$ cat src/rtl/adat_rx_sync_supervisor.sv
// ADAT receiver supervisor: resets the receiver, qualifies lock and frame mode, gates frame strobes.
// Statistics counters exist only when ADAT_RX_SUPERVISOR_STATS_EN is defined; otherwise the ports read 0.
module adat_rx_sync_supervisor #(
    parameter int unsigned CLK_FREQ            = 100_000_000,
    parameter int unsigned RESET_HOLD_CYC      = 16,
    parameter int unsigned LOCK_FRAMES         = 4,
    parameter int unsigned ACQUIRE_TIMEOUT_CYC = 65536,
    parameter int unsigned STALL_TIMEOUT_CYC   = 4096,
    parameter int unsigned MAX_RETRIES         = 7
) (
    input  logic        i_clk,
    input  logic        i_rst,
    input  logic        i_restart,
    input  logic        i_rx_locked,
    input  logic        i_rx_valid,
    input  logic [3:0]  i_rx_user,
    input  logic [3:0]  i_rx_valid_channels,
    output logic        o_rx_reset,
    output logic        o_valid,
    output logic        o_stream_en,
    output logic        o_smux2,
    output logic [2:0]  o_state,
    output logic [3:0]  o_retries,
    output logic        o_fault,
    output logic [31:0] o_frame_count,
    output logic [15:0] o_unlock_count
);
    typedef enum logic [2:0] {
        RESET_RX = 3'd0,
        ACQUIRE  = 3'd1,
        RUN      = 3'd2,
        FAULT    = 3'd3
    } state_t;

    localparam int unsigned TMR_MAX_A = (RESET_HOLD_CYC > STALL_TIMEOUT_CYC) ? RESET_HOLD_CYC : STALL_TIMEOUT_CYC;
    localparam int unsigned TMR_MAX   = (ACQUIRE_TIMEOUT_CYC > TMR_MAX_A) ? ACQUIRE_TIMEOUT_CYC : TMR_MAX_A;
    // One timer serves the hold, acquire and stall intervals, since only one is live per state.
    localparam int unsigned TMR_W     = (CLK_FREQ > 0) ? $clog2(TMR_MAX + 1) : 32;

    localparam logic [TMR_W-1:0] HOLD_LAST  = TMR_W'(RESET_HOLD_CYC - 1);
    localparam logic [TMR_W-1:0] ACQ_LAST   = TMR_W'(ACQUIRE_TIMEOUT_CYC - 1);
    localparam logic [TMR_W-1:0] STALL_LAST = TMR_W'(STALL_TIMEOUT_CYC - 1);
    localparam logic [TMR_W-1:0] TMR_SAT    = TMR_W'(TMR_MAX);
    localparam logic [3:0]       LOCK_LAST  = 4'(LOCK_FRAMES - 1);
    localparam logic [3:0]       RETRY_LIM  = 4'(MAX_RETRIES);

    state_t           state;
    logic [TMR_W-1:0] timer;
    logic [3:0]       good_cnt;
    logic             mode_ref;

    logic             frame_mode;
    logic             chan_ok;
    logic             qualifies;
    logic [TMR_W-1:0] timer_next;
    logic [3:0]       retries_next;
    logic             unused_user_bits;

    always_comb begin
        frame_mode   = i_rx_user[2];
        chan_ok      = frame_mode ? (i_rx_valid_channels == 4'd4) : (i_rx_valid_channels == 4'd8);
        qualifies    = i_rx_valid && i_rx_locked && chan_ok &&
                       ((good_cnt == '0) || (frame_mode == mode_ref));
        timer_next   = (timer == TMR_SAT) ? timer : timer + 1'b1;
        retries_next = (o_retries == '1) ? o_retries : o_retries + 4'd1;
    end

    assign unused_user_bits = ^{i_rx_user[3], i_rx_user[1:0]};
    assign o_state          = state;

`ifdef ADAT_RX_SUPERVISOR_STATS_EN
    logic [31:0] frame_cnt;
    logic [15:0] unlock_cnt;
    assign o_frame_count  = frame_cnt;
    assign o_unlock_count = unlock_cnt;
`else
    assign o_frame_count  = '0;
    assign o_unlock_count = '0;
`endif

    always_ff @(posedge i_clk or posedge i_rst) begin
        if (i_rst) begin
            state       <= RESET_RX;
            timer       <= '0;
            good_cnt    <= '0;
            mode_ref    <= 1'b0;
            o_rx_reset  <= 1'b1;
            o_valid     <= 1'b0;
            o_stream_en <= 1'b0;
            o_smux2     <= 1'b0;
            o_retries   <= '0;
            o_fault     <= 1'b0;
`ifdef ADAT_RX_SUPERVISOR_STATS_EN
            frame_cnt   <= '0;
            unlock_cnt  <= '0;
`endif
        end else begin
            o_valid <= 1'b0;
            if (i_restart) begin
`ifdef ADAT_RX_SUPERVISOR_STATS_EN
                if (state == RUN && unlock_cnt != '1) unlock_cnt <= unlock_cnt + 16'd1;
`endif
                state       <= RESET_RX;
                timer       <= '0;
                good_cnt    <= '0;
                o_rx_reset  <= 1'b1;
                o_stream_en <= 1'b0;
                o_fault     <= 1'b0;
                o_retries   <= '0;
            end else begin
                unique case (state)
                    RESET_RX: begin
                        if (timer == HOLD_LAST) begin
                            state      <= ACQUIRE;
                            timer      <= '0;
                            good_cnt   <= '0;
                            o_rx_reset <= 1'b0;
                        end else begin
                            timer <= timer_next;
                        end
                    end
                    ACQUIRE: begin
                        if (qualifies && good_cnt == LOCK_LAST) begin
                            state       <= RUN;
                            timer       <= '0;
                            o_stream_en <= 1'b1;
                            o_smux2     <= frame_mode;
                            o_retries   <= '0;
                        end else if (timer == ACQ_LAST) begin
                            timer     <= '0;
                            o_retries <= retries_next;
                            if (o_retries >= RETRY_LIM) begin
                                state   <= FAULT;
                                o_fault <= 1'b1;
                            end else begin
                                state      <= RESET_RX;
                                o_rx_reset <= 1'b1;
                            end
                        end else begin
                            timer <= timer_next;
                            if (qualifies) begin
                                good_cnt <= good_cnt + 4'd1;
                                if (good_cnt == '0) mode_ref <= frame_mode;
                            end else if (i_rx_valid) begin
                                good_cnt <= '0;
                            end
                        end
                    end
                    RUN: begin
                        if (!i_rx_locked || (!i_rx_valid && timer == STALL_LAST)) begin
`ifdef ADAT_RX_SUPERVISOR_STATS_EN
                            if (unlock_cnt != '1) unlock_cnt <= unlock_cnt + 16'd1;
`endif
                            state       <= RESET_RX;
                            timer       <= '0;
                            good_cnt    <= '0;
                            o_rx_reset  <= 1'b1;
                            o_stream_en <= 1'b0;
                        end else if (i_rx_valid && frame_mode != o_smux2) begin
                            // Mode change re-qualifies without disturbing the receiver.
                            state       <= ACQUIRE;
                            timer       <= '0;
                            good_cnt    <= '0;
                            o_stream_en <= 1'b0;
                        end else begin
                            o_valid <= i_rx_valid;
                            timer   <= i_rx_valid ? '0 : timer_next;
`ifdef ADAT_RX_SUPERVISOR_STATS_EN
                            if (i_rx_valid) frame_cnt <= frame_cnt + 32'd1;
`endif
                        end
                    end
                    FAULT: begin
                        o_fault    <= 1'b1;
                        o_rx_reset <= 1'b0;
                    end
                    default: begin
                        state      <= RESET_RX;
                        timer      <= '0;
                        o_rx_reset <= 1'b1;
                    end
                endcase
            end
        end
    end
endmodule

$ cat config.mk
export PLATFORM = sky130hd
export DESIGN_NAME = adat_rx_sync_supervisor
export DESIGN_NICKNAME = d
export VERILOG_FILES = /design/src/rtl/adat_rx_sync_supervisor.sv
export SDC_FILE = /design/constraint.sdc
export NUM_CORES = 1
export LEC_CHECK = 0
export CAP_MARGIN = 20
export CELL_PAD_IN_SITES_DETAIL_PLACEMENT = 1
export CELL_PAD_IN_SITES_GLOBAL_PLACEMENT = 2
export CORE_MARGIN = 10
export CORE_UTILIZATION = 30
export CTS_CLUSTER_DIAMETER = 40
export CTS_CLUSTER_SIZE = 14
export DETAILED_ROUTE_END_ITERATION = 10
export GPL_ROUTABILITY_DRIVEN = 0
export PLACE_DENSITY = 0.88
export SLEW_MARGIN = 20
export SYNTH_ARGS = -nofsm -noshare
export SYNTH_HDL_FRONTEND = slang
export SYNTH_SLANG_ARGS = --single-unit
$ cat constraint.sdc
create_clock -name i_clk -period 8.6 [get_ports i_clk]
set_clock_uncertainty 0.2 [all_clocks]
set_input_delay 1.72 -clock i_clk [delete_from_list [all_inputs] [get_ports i_clk]]
set_output_delay 1.72 -clock i_clk [all_outputs]
set_load 0.02 [all_outputs]
Word level (Yosys, flattened, before mapping)
Cells that the tools add are included.

Bits of input ports: 13. Register bits after elaboration: 34.

Order comparisons: 1. Add/sub/neg operators: 3. Reduce and logical (&&, ||, !) cells: 25. Mux-type cells: 53. Equality and inequality tests: 26. Bitwise logic cells: 3.

Operators with widths (count): $mux W17 (8); $pmux W17 S4 (1); $mux W4 (13); $ne A3 B3 Y1 const B (8); $mux W1 (19); $mux W3 (6); $add A17 B1 Y17 const B (1); $eq A17 B12 Y1 const B (1); $eq A17 B16 Y1 const B (1); $eq A17 B17 Y1 const B (1); $eq A17 B4 Y1 const B (1); $ne A4 B4 Y1 const B (3); $pmux W3 S4 (1); $pmux W4 S3 (1); $reduce_and A6 Y1 (2); $reduce_and A3 Y1 (3); $reduce_bool A3 Y1 (3); $add A4 B1 Y4 const B (2); $eq A4 B4 Y1 const B (2); $reduce_and A4 Y1 (2); $eq A3 B2 Y1 const B (2); $logic_and A1 B1 Y1 (6); $reduce_and A5 Y1 (1); $eq A4 B2 Y1 const B (1); other kinds (17) (22).

Logic depth before layout (Yosys ltp)
Word-level depth: 9. Depth in mapped cells: 12. Gate-level depth less buffers: 11.

Worst setup path before layout
OpenSTA, ideal clock, no wires.

Path type: input-to-reg. Start: in i_rx_valid_channels[3]. End: reg timer[4]. Buffers on the path: 0. Path slack: 5.161 ns. Stages on the path: 6. Data arrival time: 3.118 ns. Data required time: 8.279 ns. Cells stage by stage: and3b_1 > o2111ai_1 > o211a_1 > o31a_1 > a21o_1 > a22o_1.

Longest elaborated chain between the ends: 8. Elaborated cells on any way between the ends: 9. Classes of those cells: eq/ne (2); mux (4); reduce/logical (3).

Ends and longest elaborated chain: from (decl) (line 17) `input logic [3:0] i_rx_valid_channels,`; $eq A4 B4 Y1 or $eq A4 B3 Y1 (tied branches) (line 61) `chan_ok = frame_mode ? (i_rx_valid_channels == 4'd4) : (i_rx_valid_channels == 4'd8);`; $mux W1 * (line 61); $logic_and A1 B1 Y1 * (2 in series) (line 62) `qualifies = i_rx_valid && i_rx_locked && chan_ok &&`; $logic_and A1 B1 Y1 * (line 123) `if (qualifies && good_cnt == LOCK_LAST) begin`; $mux W17 * (line 123); $pmux W17 S4 * (line 111) `unique case (state)`; $mux W17 * (line 99) `if (i_restart) begin`; to (signal assigned) (line 119) `timer <= timer_next;`; to (signal assigned) (line 140) `timer <= timer_next;`; to (signal assigned) (line 167) `timer <= i_rx_valid ? '0 : timer_next;`; to (decl) (line 48) `logic [TMR_W-1:0] timer;`.

Mark *: on every way between the ends. The rest lies on a longest branch, timed or not. A chain may end at the register's enable or synchronous reset.

Worst setup path in the final report
Start: in i_rx_user[2]. End: reg timer[5].

Longest elaborated chain between the ends: 7. Elaborated cells on any way between the ends: 13. Classes of those cells: eq/ne (2); mux (6); reduce/logical (5).

Ends and longest elaborated chain: from (decl) (line 16) `input logic [3:0] i_rx_user,`; $mux W1 or $eq A1 B1 Y1 (tied branches) (line 61, 63); $logic_and A1 B1 Y1 or $logic_or A1 B1 Y1 (tied branches) (line 62, 63); $logic_and A1 B1 Y1 (line 62); $logic_and A1 B1 Y1 (line 123); $mux W17 (line 123); $pmux W17 S4 * (line 111); $mux W17 * (line 99).

Marks and branches as above.

==> results summary <==
The number of instances in the synthesized netlist came out at 286. The clock latency at the later pin of the worst-skew pair is 0.28 ns. The share of the clock period used by the worst path came out at 51.0%.

After global routing the overflow that remains totals 0. The number of maximum-capacitance constraint violations came out at 0. The remaining number of nets flagged by the antenna check after routing came out at 0.

The run finished with clean final reports. The pin count of the biggest net entering global routing is 34. The minimum setup slack in the final design came out at 4.21 ns. The global-route wire length before repair is 10.2 mm. The highest fanout seen on the critical path is 13. The number of synthesized flops with an enable pin came out at 0.

The core region is 8130 µm². The count of vias placed by the detailed router came out at 1987. Dividing the detail-routed via count by the number of cells gives 4.81. The largest total area in the synthesized netlist belongs to sky130_fd_sc_hd__dfrtp_1.

The count of routing violations after the opening detailed-route iteration is 37. The mapped netlist covers 2490 µm². The max-slew violation count is 0. The final core utilization came out at 33.3%. The remaining max-slew budget at the tightest pin came out at 32.8%. The post-cts gate resize count is 0. The final hold violation count came out at 0. The most numerous cell in the Yosys netlist is sky130_fd_sc_hd__buf_4.

In this run the static leakage power is 1.20 nW. The post-detailed-route DRC marker count is 0. Yosys printed 0 warnings.

The dominant combinational cell family by area after synthesis is simple AND/OR/NAND/NOR gates. During placement, the flow inserted port buffers numbering 20. The data arrival time of the worst path is 4.36 ns. The tree is rooted in a sky130_fd_sc_hd__clkbuf_8. The sequential area share after synthesis is 33.2%.

The post-synthesis sequential element count is 33. After routing, the total negative slack on setup checks comes to 0 ns. The top-level I/O count came out at 73. The number of post-CTS setup repair buffers came out at 0. Clock-pin slew was measured on the worst setup and hold paths at 0.08 ns. Counting distinct cell types in the post-synthesis netlist gives 55. Buffers inserted to repair hold after CTS numbered 0. The share of async-settable or async-resettable flops after synthesis is 100%.

The slew at the pin closest to its max-slew limit came out at 1.01 ns. The post-synthesis share of cell area spent on full adders, half adders and majority gates is 5.53%. Setup repair after global routing left no endpoint under its margin. The die width is 111 µm.

The worst setup path is captured at a register. The clock passes through at most 2 buffers. The post-layout net count came out at 331.

The total wirelength of the detailed-routed design is 6.30 mm. 0 antenna diodes ended up in the layout. The fraction of final layout cells with drive strength greater than 1 came out at 7.14%. The length of the first detailed-routing pass in iterations is 4.

The class of the tightest hold or removal check is register to register. Compared with the post-synthesis result, the final layout area differs by 8.80%. The CTS tree is built. The number of global-route vias before repair is 2090.

The filler cells instantiated in the layout total 1006. The HPWL after detailed placement is 4.80 mm. The average size of a mapped cell came out at 8.70 µm². By area the synthesized netlist is led by sky130_fd_sc_hd__dfrtp_1 (32%), sky130_fd_sc_hd__buf_4 (15%), sky130_fd_sc_hd__ha_1 (5.5%). CTS saw 33 sinks.

The top flip-flop cell by instance count after synthesis is sky130_fd_sc_hd__dfrtp_1. The total setup violations reported at the end of the flow came out at 0. The number of buffers inserted during clock tree synthesis came out at 5. The initial core utilization is 30.6%.

By count the netlist is led by sky130_fd_sc_hd__buf_4 (50), sky130_fd_sc_hd__dfrtp_1 (32), sky130_fd_sc_hd__nand2_1 (27). From bottom edge to top edge, the die measures 111 µm. The clock tree synthesis step divided the H-tree into 2 levels. The total power density per cell area came out at 138 nW/µm². The total instance count after detailed placement is 405. The maximum operating frequency came out at 0.228 GHz. The portion of synthesized cell area occupied by the leading cell type came out at 32.2%.

The row count is 33. The cell area after placement is 2610 µm². The worst-case IR drop observed on VDD is 0.0527 mV. Multiplexer cells account for 2.56% of the synthesized area. The area of the die is 12300 µm². STA classifies the critical path startpoint as a primary input. The detailed-route wire length per cell came out at 15.3 µm. The global routing usage summed across all routing layers is 9.72%. The category of the critical setup timing path is primary input to register. The synthesized-area fraction occupied by and/or/nand/nor cells is 20.5%.

After routing the design area is 2710 µm². The number of antenna violations at the first check in global routing came to 0. The xor and xnor fraction of the mapped netlist area came out at 1.76%.

The setup slack after placement came out at 3.82 ns. The data required time of the worst path came out at 8.57 ns. The minimum period implied by the final worst setup slack came out at 4.39 ns. The complex-gate fraction of the synthesized area is 17.5%.

Once layout is complete, the cells apart from fillers number 413.
## critical path: stages
cell	delay (ns)
sky130_fd_sc_hd__clkdlybuf4s50_1	0.57
sky130_fd_sc_hd__and3b_1	0.18
sky130_fd_sc_hd__o2111ai_1	0.23
sky130_fd_sc_hd__o211a_1	0.36
sky130_fd_sc_hd__o31ai_2	0.84
sky130_fd_sc_hd__o21ai_0	0.22
sky130_fd_sc_hd__a22o_1	0.22
## layer usage
layer	up-vias	share of wire, %	track usage, %
met3	2	4.0	2.81
met1	999	42	10.6
met5	-	0	0
met2	30	53	18.1
li1	956	-	-
met4	0	0.19	2.06
## registers in the layout, summed over array words and instances, names as in the netlist
signal	count
good_cnt	4
mode_ref	1
o_fault	1
o_retries	4
o_rx_reset	1
o_smux2	1
o_state	2
o_stream_en	1
o_valid	1
timer	17
## cells in the final DEF (no fill, tap or decap), drive strengths merged, types with 4 or more instances in the layout
cell	count
dfrtp	32
and3	4
nand2	27
nor3	6
o211ai	4
inv	17
nor4	4
o31ai	5
o311ai	6
a21oi	11
clkdlybuf4s50	20
nor2	15
ha	11
conb	49
nand3	14
o21ai	13
clkbuf	7
a31oi	5
## cell type report
cell class	instances	area [µm²]	share of cell area (%)
multi-input cells	229	1380	50.8
clock buffers	7	96.3	3.56
well taps	105	131	4.85
flip-flops and latches	33	827	30.5
clock inverters	1	5.00	0.185
repair buffers	21	208	7.67
inverters	17	63.8	2.36
## logic make-up after synthesis
family / Yosys count
other cells: 1
mux: 6
buf+inv: 72
simple gates: 95
compound gates: 63
xor+xnor: 5
fa+ha+maj: 11
flops: 33
## worst paths after layout
check	startpoint	slack (ns)	cells past startpoint	end
min	good_cnt[3]	0.32	1	good_cnt[3]
min in group asynchronous	i_rst	1.63	3	o_smux2
max in group asynchronous	i_rst	6.23	3	o_rx_reset
min reg2reg	good_cnt[3]	0.32	1	good_cnt[3]
max reg2reg	timer[0]	4.64	11	timer[5]
max	i_rx_user[2]	4.21	7	timer[5]
## stage by stage
stage	hold slack, ns	power (W)
2_1_floorplan	0.265	0.000240
3_3_place_gp	0.298	0.000241
3_5_place_dp	0.310	0.000243
4_1_cts	0.321	0.000376
5_1_grt	0.351	0.000393
6_report	0.320	0.000373
## report_power, final
part	leakage [nW]	switching, W	internal [W]
clock network	0.0542	0.0000602	0.0000724
logic	0.694	0.0000527	0.0000222
registers	0.455	0.00000529	0.000160
total	1.20	0.000118	0.000255
(Power assumes the default switching activity.)
==> edit 1 (same settings) <==
`RESET_HOLD_CYC`: 16 -> 32.
--- a/src/rtl/adat_rx_sync_supervisor.sv
+++ b/src/rtl/adat_rx_sync_supervisor.sv
@@ -2,7 +2,7 @@
 // Statistics counters exist only when ADAT_RX_SUPERVISOR_STATS_EN is defined; otherwise the ports read 0.
 module adat_rx_sync_supervisor #(
     parameter int unsigned CLK_FREQ            = 100_000_000,
-    parameter int unsigned RESET_HOLD_CYC      = 16,
+    parameter int unsigned RESET_HOLD_CYC      = 32,
     parameter int unsigned LOCK_FRAMES         = 4,
     parameter int unsigned ACQUIRE_TIMEOUT_CYC = 65536,
     parameter int unsigned STALL_TIMEOUT_CYC   = 4096,
Function: no difference found for any inputs over 10 cycles, from zero or initial values and one cycle with i_rst high; that may be too few to reach the edited logic, so the function may still have changed.
==> edit 1 against the original RTL <==
Core utilization increased by 0.18 points. Cell area increased by 3.1%. Clock power decreased by 11%. Power increased by 2.8%. Synthesized area increased by 4.7%. Die area increased by 3.9%. Hold slack got worse by 0.017 ns. Setup slack improved by 0.23 ns. Sequential cell count unchanged. Register-to-register slack improved by 0.56 ns. Synthesized cell count increased by 3.8%. Routed wire length increased by 11%. Combinational power increased by 19%. Critical path type unchanged. Largest power group unchanged.
==> edit 1: results (changes against the original RTL) <==
<table>
<tr><th>Metric</th><th>Value</th></tr>
<tr><th colspan="2">Outcome</th></tr>
<tr><td>Status</td><td>finished clean</td></tr>
<tr><th colspan="2">GRT</th></tr>
<tr><td>Wire length of the first global-routing pass</td><td>11.9 mm (+16%)</td></tr>
<tr><td>Global Route met1 Usage</td><td>0.126 (+0.0205)</td></tr>
<tr><th colspan="2">Yosys</th></tr>
<tr><td>Sequential cell area fraction in the yosys report</td><td>0.317 (-0.0150)</td></tr>
<tr><td>Mux share of post-synthesis cell area</td><td>0.0125 (-0.0132)</td></tr>
<tr><td>Xor/xnor cell area share of the yosys netlist</td><td>0.0101 (-0.00752)</td></tr>
<tr><td>Number of distinct library cell variants in the gate-level netlist after synthesis</td><td>66 (+20%)</td></tr>
<tr><td>Top area cells in the synthesized netlist</td><td>dfrtp_1 (31%), buf_4 (14%), ha_1 (5.3%)</td></tr>
<tr><th colspan="2">Routing</th></tr>
<tr><td>Drt initial violations</td><td>99 (+170%)</td></tr>
<tr><td>M1 wire length</td><td>3.12 mm (+16%)</td></tr>
<tr><td>WL per Instance</td><td>16.6 um (+8.5%)</td></tr>
<tr><th colspan="2">Place</th></tr>
<tr><td>Worst slack after detailed placement</td><td>4.10 ns (+0.273 ns)</td></tr>
<tr><td>Post-place instance area</td><td>2710 um2 (+3.8%)</td></tr>
<tr><th colspan="2">Worst hold path</th></tr>
<tr><td>Hold path depth</td><td>2 (+1)</td></tr>
<tr><td>Hold Path End</td><td>o_fault</td></tr>
<tr><th colspan="2">Power</th></tr>
<tr><td>Net switching fraction of the power</td><td>0.349 (+0.0321)</td></tr>
<tr><td>Sequential cell fraction of total power</td><td>0.459 (+0.016)</td></tr>
<tr><td>Highest ir drop seen on vdd</td><td>0.0000600 V (+14%)</td></tr>
<tr><td>Power dissipated in combinational cells</td><td>89.2 uW (+19%)</td></tr>
<tr><td>Seq. pwr</td><td>176 uW (+7%)</td></tr>
<tr><th colspan="2">STA</th></tr>
<tr><td>Worst slack on hold paths</td><td>0.303 ns (-0.0166 ns)</td></tr>
<tr><th colspan="2">Cells and area</th></tr>
<tr><td>Cell Count, Final, Fillers Out</td><td>422 (+2.2%)</td></tr>
<tr><td>Final Net Count</td><td>340 (+2.7%)</td></tr>
<tr><th colspan="2">Setup path</th></tr>
<tr><td>Origin of the worst setup path</td><td>i_restart</td></tr>
<tr><td>CP Data Arrival Time</td><td>4.19 ns (-0.17 ns)</td></tr>
<tr><th colspan="2">Clock tree</th></tr>
<tr><td>Clock insertion delay at the later pin of the skew report</td><td>0.30 ns (+0.02 ns)</td></tr>
</table>
edit 1: cell count changes after synthesis, sizes merged, moves of 4 or more:
| cell | unedited run | this run |
|---|---|---|
| nor2 | 15 | 9 |
| o21ai | 13 | 22 |
| o311ai | 6 | 2 |
| o21bai | 0 | 4 |
| nand3 | 14 | 19 |
edit 1: area by class of cell:
class | count | area, um2
Clock buffer | 6 | 72.6
Clock inverter | 2 | 10.0
Fill cell | 1021 | 5550
Inverter | 17 | 63.8
Multi-Input combinational cell | 238 | 1480
Sequential cell | 33 | 827
Tap cell | 105 | 131
Timing Repair Buffer | 21 | 208
edit 1: worst max-delay path, cell delays in order:
cell,delay (ns)
clkdlybuf4s50_1,0.66
nor3_1,0.69
o2111ai_1,0.33
and3_4,0.34
or3_1,0.36
o21ai_1,0.08
==> edit 2 (config.mk and constraints unchanged) <==
Made on the original files. Put one more register stage on the output `o_smux2`, without a reset. The value now appears one clock later. The other outputs are not delayed to match.
--- a/src/rtl/adat_rx_sync_supervisor.sv
+++ b/src/rtl/adat_rx_sync_supervisor.sv
@@ -44,6 +44,8 @@
     localparam logic [3:0]       LOCK_LAST  = 4'(LOCK_FRAMES - 1);
     localparam logic [3:0]       RETRY_LIM  = 4'(MAX_RETRIES);
 
+    logic o_smux2_s0;
+
     state_t           state;
     logic [TMR_W-1:0] timer;
     logic [3:0]       good_cnt;
@@ -87,7 +89,7 @@
             o_rx_reset  <= 1'b1;
             o_valid     <= 1'b0;
             o_stream_en <= 1'b0;
-            o_smux2     <= 1'b0;
+            o_smux2_s0  <= 1'b0;
             o_retries   <= '0;
             o_fault     <= 1'b0;
 `ifdef ADAT_RX_SUPERVISOR_STATS_EN
@@ -124,7 +126,7 @@
                             state       <= RUN;
                             timer       <= '0;
                             o_stream_en <= 1'b1;
-                            o_smux2     <= frame_mode;
+                            o_smux2_s0  <= frame_mode;
                             o_retries   <= '0;
                         end else if (timer == ACQ_LAST) begin
                             timer     <= '0;
@@ -156,7 +158,7 @@
                             good_cnt    <= '0;
                             o_rx_reset  <= 1'b1;
                             o_stream_en <= 1'b0;
-                        end else if (i_rx_valid && frame_mode != o_smux2) begin
+                        end else if (i_rx_valid && frame_mode != o_smux2_s0) begin
                             // Mode change re-qualifies without disturbing the receiver.
                             state       <= ACQUIRE;
                             timer       <= '0;
@@ -183,5 +185,9 @@
             end
         end
     end
+    always_ff @(posedge i_clk) begin
+        o_smux2 <= o_smux2_s0;
+    end
+
 endmodule
 
Function: same outputs for any inputs over 10 cycles, from zero or initial values and one cycle with i_rst high; that may be too few to reach the edited logic, so the function may still have changed.
==> edit 2 against the original RTL <==
Setup slack better by 0.025 ns. Cell area up 4.6%. Fmax up 0.57%. Synthesized area up 5.9%. Count of clock-buffer cells in the layout unchanged. Sequential share of layout area down 0.63 points. Sequential cell count up 1. Non-clock buffer count unchanged. Routed wire length up 8.5%. Highest routed layer unchanged. First-iteration DRC count up 95%. Power up 8.7%.
==> edit 2: results (changes against the original RTL) <==
<table>
<tr><th>Metric</th><th>Value</th></tr>
<tr><th colspan="2">Place</th></tr>
<tr><td>Estimated wirelength of the detail-placed design</td><td>5.29 mm (+10%)</td></tr>
<tr><td>Post-place instance area</td><td>2740 um2 (+5.1%)</td></tr>
<tr><th colspan="2">Yosys</th></tr>
<tr><td>Top cells by instance count after synthesis</td><td>buf_4 (50), nand2_1 (33), dfrtp_1 (32)</td></tr>
<tr><td>Top area cells in the synthesized netlist</td><td>dfrtp_1 (30%), buf_4 (14%), ha_1 (5.2%)</td></tr>
<tr><td>Sequential cell area fraction in the yosys report</td><td>0.321 (-0.0110)</td></tr>
<tr><td>Post-synthesis instance total</td><td>315 (+10%)</td></tr>
<tr><td>Synth async-reset ratio</td><td>0.971 (-0.0294)</td></tr>
<tr><th colspan="2">GRT</th></tr>
<tr><td>Number of global-route vias before repair</td><td>2,266 (+8.4%)</td></tr>
<tr><td>Global routing usage on met3</td><td>0.0247 (-0.00347)</td></tr>
<tr><td>Overall track demand over capacity in global routing</td><td>0.105 (+0.00791)</td></tr>
<tr><td>Global Route met1 Usage</td><td>0.130 (+0.0246)</td></tr>
<tr><td>Wire length of the first global-routing pass</td><td>11.5 mm (+12%)</td></tr>
<tr><th colspan="2">Clock tree</th></tr>
<tr><td>Clock insertion delay at the later pin of the skew report</td><td>0.30 ns (+0.02 ns)</td></tr>
<tr><td>Clk buf depth</td><td>2 (unchanged)</td></tr>
<tr><th colspan="2">Routing</th></tr>
<tr><td>Drt initial violations</td><td>72 (+95%)</td></tr>
<tr><td>Final WL</td><td>6.84 mm (+8.5%)</td></tr>
<tr><td>Via count of the routed design</td><td>2,157 (+8.6%)</td></tr>
<tr><th colspan="2">Cells and area</th></tr>
<tr><td>Layout cells sized above 1</td><td>0.0574 (-0.0140)</td></tr>
<tr><td>Cell Count, Final, Fillers Out</td><td>439 (+6.3%)</td></tr>
<tr><td>Final Net Count</td><td>354 (+6.9%)</td></tr>
<tr><th colspan="2">Setup path</th></tr>
<tr><td>Slowest stage cell, crit path</td><td>a31oi_1</td></tr>
<tr><td>Highest fanout seen on the critical path</td><td>16 (+3)</td></tr>
<tr><th colspan="2">Power</th></tr>
<tr><td>Highest ir drop seen on vdd</td><td>0.0000509 V (-3.4%)</td></tr>
<tr><td>Net switching fraction of the power</td><td>0.351 (+0.0340)</td></tr>
<tr><td>Leak</td><td>0.00121 uW (+0.57%)</td></tr>
<tr><th colspan="2">STA</th></tr>
<tr><td>Worst slew margin relative to its limit</td><td>0.334 (+0.00564)</td></tr>
<tr><th colspan="2">Outcome</th></tr>
<tr><td>Status</td><td>finished clean</td></tr>
</table>
-- edit 2: cell type report --
type                       count  area [um2]  area share
sequential                    34         847       0.299
clock inverter                 1        5.00     0.00177
multi-input combinational    254        1500       0.529
inverter                      14        52.6      0.0186
timing repair buffer          21         208      0.0734
tap                          108         135      0.0477
clock buffer                   7        86.3      0.0305
-- edit 2: logic make-up after synthesis --
kind of cell	count (synthesis)	share of synthesized area
buffers and inverters	75	0.180
other	1	0.00142
muxes	3	0.0123
AOI/OAI and AO/OA	65	0.169
DFF	34	0.321
adders and majority gates	11	0.0522
and+or+nand+nor	116	0.230
xor gates and xnor gates	10	0.0332
-- edit 2: power groups by stage --
stage	Sequential (uW)	Combinational [uW]	Clock, uW
2_1_floorplan	182	89.4	0
3_3_place_gp	185	94.5	0
3_5_place_dp	185	96.4	0
4_1_cts	182	96.4	132
5_1_grt	184	109	136
6_report	182	95.6	128
-- edit 2: routing by layer --
metal	routed length (um)	vias up	share of wire
met4	89	0	0.013
li1	-	1049	-
met5	0	-	0
met1	3110	1057	0.46
met3	284	10	0.042
met2	3350	41	0.49
-- edit 2: final timing paths --
check                      startpoint          to  slack, ns  cells after the start
min in group asynchronous       i_rst    timer[9]       1.63                      3
setup reg to reg             timer[0]    timer[8]       5.19                     10
max in group asynchronous       i_rst  o_rx_reset       6.22                      3
setup / recovery            i_restart    timer[2]       4.24                      5
hold / removal             o_smux2_s0     o_smux2       0.25                      0
hold reg to reg            o_smux2_s0     o_smux2       0.25                      0
-- edit 2: per-stage QoR --
| step | hold slack [ns] | setup slack [ns] |
|---|---|---|
| after floorplan | 0.180 | 5.16 |
| after global placement | 0.197 | 3.93 |
| after detailed placement | 0.225 | 3.95 |
| after CTS | 0.253 | 4.23 |
| after global routing | 0.269 | 3.91 |
| final | 0.246 | 4.24 |
-- edit 2: worst max-delay path, delay by kind of cell --
kind / cells / cell delay [ns]
AOI/OAI and AO/OA: 2 / 1.02
and+or+nand+nor: 2 / 0.90
buffers and inverters: 1 / 0.73
